<file path="config.mk">
export PLATFORM = sky130hd
export DESIGN_NAME = regfile_wb_arbiter
export DESIGN_NICKNAME = d
export VERILOG_FILES = /design/src/rtl/cpu_pkg.sv /design/src/rtl/regfile_wb_arbiter_rr_arb2.sv /design/src/rtl/regfile_wb_arbiter.sv
export SDC_FILE = /design/constraint.sdc
export NUM_CORES = 1
export LEC_CHECK = 0
export CAP_MARGIN = 25
export CORE_ASPECT_RATIO = 1.25
export CORE_MARGIN = 2
export CORE_UTILIZATION = 39
export CTS_CLUSTER_SIZE = 20
export DETAILED_ROUTE_END_ITERATION = 12
export MAX_ROUTING_LAYER = met4
export PLACE_DENSITY = 0.77
export SLEW_MARGIN = 20
export SYNTH_ARGS = -nofsm -noshare
export SYNTH_HDL_FRONTEND = slang
export SYNTH_SLANG_ARGS = --single-unit
</file>
<file path="constraint.sdc">
create_clock -name Clk -period 2 [get_ports Clk]
set_input_delay 0.3 -clock Clk [delete_from_list [all_inputs] [get_ports Clk]]
set_output_delay 0.3 -clock Clk [all_outputs]
set_load 0.02 [all_outputs]
</file>
<file path="src/rtl/cpu_pkg.sv">
// Shared register-file constants and small types used by the write-back path
// and the register file itself.
package cpu_pkg;

    localparam int REG_ADDR_W = 5;
    localparam int REG_DATA_W = 32;
    localparam int NUM_REGS   = 32;

    localparam logic [REG_ADDR_W-1:0] REG_ZERO = 5'd0;

    // Round-robin preference: which requester wins when both are valid.
    typedef enum logic {
        PRI_A = 1'b0,
        PRI_B = 1'b1
    } rr_pri_e;

endpackage

</file>
<file path="src/rtl/regfile_wb_arbiter_rr_arb2.sv">
// Two-input round-robin arbiter. Grants are combinational; the preference
// pointer flips to the loser after every grant and holds otherwise.
module rr_arb2
    import cpu_pkg::*;
(
    input  logic Clk,
    input  logic Reset,
    input  logic req_a,
    input  logic req_b,
    output logic gnt_a,
    output logic gnt_b
);

    rr_pri_e pri_reg;
    rr_pri_e pri_next;

    always_comb begin
        gnt_a = req_a && (!req_b || (pri_reg == PRI_A));
        gnt_b = req_b && (!req_a || (pri_reg == PRI_B));
    end

    always_comb begin
        pri_next = pri_reg;
        if (gnt_a) begin
            pri_next = PRI_B;
        end else if (gnt_b) begin
            pri_next = PRI_A;
        end
    end

    always_ff @(posedge Clk or posedge Reset) begin
        if (Reset) begin
            pri_reg <= PRI_A;
        end else begin
            pri_reg <= pri_next;
        end
    end

endmodule

</file>
<file path="src/rtl/regfile_wb_arbiter.sv">
// Shares the register file write port between ALU (A) and load (B) write-backs
// and tracks destination registers with outstanding writes in a busy scoreboard.
module regfile_wb_arbiter
    import cpu_pkg::*;
#(
    parameter int DATA_W = REG_DATA_W,
    parameter int ADDR_W = REG_ADDR_W
) (
    input  logic                 Clk,
    input  logic                 Reset,
    input  logic                 Issue_Valid,
    input  logic [ADDR_W-1:0]    Issue_Addr,
    input  logic                 A_Valid,
    input  logic [ADDR_W-1:0]    A_Addr,
    input  logic [DATA_W-1:0]    A_Data,
    output logic                 A_Ready,
    input  logic                 B_Valid,
    input  logic [ADDR_W-1:0]    B_Addr,
    input  logic [DATA_W-1:0]    B_Data,
    output logic                 B_Ready,
    output logic [ADDR_W-1:0]    W_Addr,
    output logic [DATA_W-1:0]    W_Data,
    output logic                 Write_Reg,
    output logic [2**ADDR_W-1:0] Busy
);

    localparam int NREGS = 2**ADDR_W;
    localparam logic [ADDR_W-1:0] ZERO_ADDR = ADDR_W'(REG_ZERO);

    logic              wb_xfer;
    logic [ADDR_W-1:0] wb_addr;
    logic [DATA_W-1:0] wb_data;
    logic              wb_write;

    logic              write_reg_reg;
    logic [ADDR_W-1:0] w_addr_reg;
    logic [DATA_W-1:0] w_data_reg;

    logic [NREGS-1:1]  busy_reg;
    logic [NREGS-1:1]  busy_next;

    rr_arb2 u_arb (
        .Clk   (Clk),
        .Reset (Reset),
        .req_a (A_Valid),
        .req_b (B_Valid),
        .gnt_a (A_Ready),
        .gnt_b (B_Ready)
    );

    always_comb begin
        wb_xfer  = A_Ready || B_Ready;
        wb_addr  = B_Ready ? B_Addr : A_Addr;
        wb_data  = B_Ready ? B_Data : A_Data;
        wb_write = wb_xfer && (wb_addr != ZERO_ADDR);
    end

    // r0 transfers complete the handshake but never touch the write port.
    always_ff @(posedge Clk or posedge Reset) begin
        if (Reset) begin
            write_reg_reg <= 1'b0;
            w_addr_reg    <= '0;
            w_data_reg    <= '0;
        end else begin
            write_reg_reg <= wb_write;
            if (wb_write) begin
                w_addr_reg <= wb_addr;
                w_data_reg <= wb_data;
            end
        end
    end

    // A new reservation overrides a same-cycle write-back to the same register.
    genvar gi;
    generate
        for (gi = 1; gi < NREGS; gi++) begin : g_busy
            logic set_bit;
            logic clr_bit;
            assign set_bit = Issue_Valid && (Issue_Addr == ADDR_W'(gi));
            assign clr_bit = wb_xfer && (wb_addr == ADDR_W'(gi));
            assign busy_next[gi] = set_bit || (busy_reg[gi] && !clr_bit);
        end
    endgenerate

    always_ff @(posedge Clk or posedge Reset) begin
        if (Reset) begin
            busy_reg <= '0;
        end else begin
            busy_reg <= busy_next;
        end
    end

    assign Write_Reg = write_reg_reg;
    assign W_Addr    = w_addr_reg;
    assign W_Data    = w_data_reg;
    assign Busy      = {busy_reg, 1'b0};

endmodule

</file>
==> run metrics <==
CTS Sinks=70; Via density=5.22; Core Rows=40; WP data arrival=about 2.2 ns; outcome=finished clean; DIE HEIGHT=~120 um; core area=9610 um2; hold_buf cts=0; Synth Net Count=~430; area post-placement=5700 um2; min Tclk post-route=1.96 ns; r2r startpoint=u_arb.pri_reg; part of the cycle the worst path needs=0.981; met1 GRT Util=0.247; Post-Syn Area per Cell=11.1 um2; crit-path max FO=7; HP Class=in -> async; CTS tree=built; CTS Buf Count=9; final worst slack=about 0.037 ns; internal power=4.00 mW; die area=roughly 11000 um2; Leakage Power=2.67 nW; first-pass GRT wire length=17000 um; largest net degree at the start of global routing=between 70 and 80; Switching Power=1.83 mW; Layout area overhead=59.7%; met3 GRT Util=0.0577; Ports=156; Finished Cell Area=6160 um2; part of the power in registers=0.332; Reg2Reg Depth=6; clock share of power=0.295; Crit Path Category=in -> reg; Worst setup SP type=input pin; setup TNS=0 ns; Antenna Cells=0; die width=93.0 um; nets=610; IO Port Bufs=154; DRC=0; GPL Wtd Cong=around 0.89; DR pass1 iterations=5; maxcap violations=0; final hold slack=between 0.3 and 0.4 ns; crit path cell chain=clkdlybuf4s50_1 -> or4_4 -> a32oi_4 -> nand2_4 -> clkbuf_16 -> mux2_4; vias=about 3400; clock tree root driver cell=clkbuf_16; wire length per cell=17.3 um; Cells after Synth=348; clk slew on worst S/H paths=0.06 ns; H-tree depth=3; Layout Utilization=0.641; R2R Setup Slk=0.07 ns; Worst VDD drop=0.511 mV; final wirelength=roughly 11000 um; # setup viols final=0; Setup crit end kind=register; FF-to-FF End=W_Data[20]; Worst-Skew Late Latency=0.34 ns; layout cells sized above 1=0.249; Iteration-0 DRC Markers=roughly 190; clock skew=0.00490 ns; CP max-delay cell=or4_4; final number of max-transition violations=0; Post-Syn Area=3860 um2; most frequent cells in the layout=clkdlybuf4s50_1, dfrtp_1, mux2_2; slowest stage delay, CP=roughly 0.56 ns; fmax=approximately 510 MHz; pre-CTS setup slack=-0.350 ns; Final ANT Viol Nets=0; sequential share of the synthesized area=0.454; clock buffer depth=2; Hold Fails Final Rpt=0; Sw Share=0.314; Worst path top cell family by delay=simple AND/OR/NAND/NOR gates; CP bufs+invs=2; Overall Global Routing Usage=0.213; Gate power share=0.373; number of synthesized register bits=70; initial core utilization=0.402; grt ovf=0; GRT met2 Usage=0.343; Yosys cell types=37; commonest non-fill, non-tap cell in the layout=clkdlybuf4s50_1; most used routing layer=met2; initial antenna violation count=0; Largest register FFs=32; Power Density=947 nW/um2; Ys Warns=0; vias in the first global route=3398; hpwl dp=8420 um; Worst Path Required=2.22 ns; RSZ-0062 raised after global routing=no
==> synth_stat cells, drive strengths merged <==
cell type,number,share of area
nor4b,4,0.0091
a21o,1,0.0019
a21boi,1,0.0019
nand3b,2,0.0039
nand3,2,0.0026
and2,2,0.0032
buf,9,0.017
conb,1,0.00097
a21oi,31,0.040
or4,2,0.0049
nor2,4,0.0039
mux2,72,0.24
o21ai,12,0.016
nor4bb,4,0.010
nand2b,5,0.0081
inv,36,0.035
a32oi,3,0.011
o22ai,31,0.050
and4b,4,0.010
or2,2,0.0032
clkbuf,12,0.012
dfrtp,70,0.45
nand2,9,0.011
o21ba,1,0.0026
a211o,1,0.0023
a2111o,2,0.0058
nor3,1,0.0013
nand4b,2,0.0045
nor2b,6,0.0097
nand4,16,0.026
==> cell type report <==
| type | instances | area [um2] |
|---|---|---|
| Timing Repair Buffer | 188 | 1910 |
| Multi-Input combinational cell | 221 | 1880 |
| Clock buffer | 9 | 225 |
| Tap cell | 126 | 158 |
| Fill cell | 788 | 3450 |
| Sequential cell | 70 | 1750 |
| Clock inverter | 7 | 97.6 |
| Inverter | 36 | 139 |
==> worst max-delay path by stage <==
stage / from / endpoint / cells past startpoint
after floorplan: u_arb.pri_reg / W_Data[10] / 6
after global placement: B_Addr[0] / W_Data[19] / 6
after detailed placement: B_Addr[0] / W_Data[23] / 6
after CTS: B_Addr[0] / W_Data[10] / 6
after global routing: A_Addr[2] / W_Addr[3] / 6
final: A_Addr[0] / W_Data[20] / 6
==> power by group through the flow <==
stage | Clock (mW) | Combinational [mW] | Sequential (mW)
2_1_floorplan | 0 | 0.659 | 2.35
3_5_place_dp | 0 | 2.13 | 1.95
6_report | 1.72 | 2.18 | 1.94
5_1_grt | 1.82 | 2.31 | 1.97
3_3_place_gp | 0 | 2.09 | 1.95
4_1_cts | 1.75 | 2.13 | 1.94
==> layer usage <==
metal / up-vias / share of wire
met5: - / 0
met4: 0 / 0.034
met3: 31 / 0.059
met2: 141 / 0.51
met1: 1632 / 0.39
li1: 1624 / -
==> cell families (layout without fill, tap and decap cells) <==
group,Yosys count,after routing,share of synthesized area
AOI/OAI and AO/OA,83,83,0.131
buffers and inverters,57,240,0.0636
DFF,70,70,0.454
muxes,72,72,0.238
other,1,1,0.000972
and+or+nand+nor,65,65,0.112
==> tightest hold or removal path, delay by kind of cell <==
kind / cells / cell delay [ns]
buf+inv: 3 / 0.85
==> metrics by stage <==
step / power (mW) / cells
floorplan: 3.00 / 348
global placement: 4.03 / 635
detailed placement: 4.08 / 635
CTS: 5.81 / 651
global route: 6.10 / 657
finish: 5.83 / 657
==> what timing repair did <==
| item | 4_1_cts | 5_1_grt |
|---|---|---|
| resized for setup | 2 | 6 |
| buffers inserted | 0 | 0 |
| endpoints found under the setup margin | 2 | 30 |
| gates cloned | 0 | 6 |
| hold endpoints to repair | 0 | 0 |
| pin swaps | 0 | 2 |
Note: power is estimated with default switching activity, not from simulation.
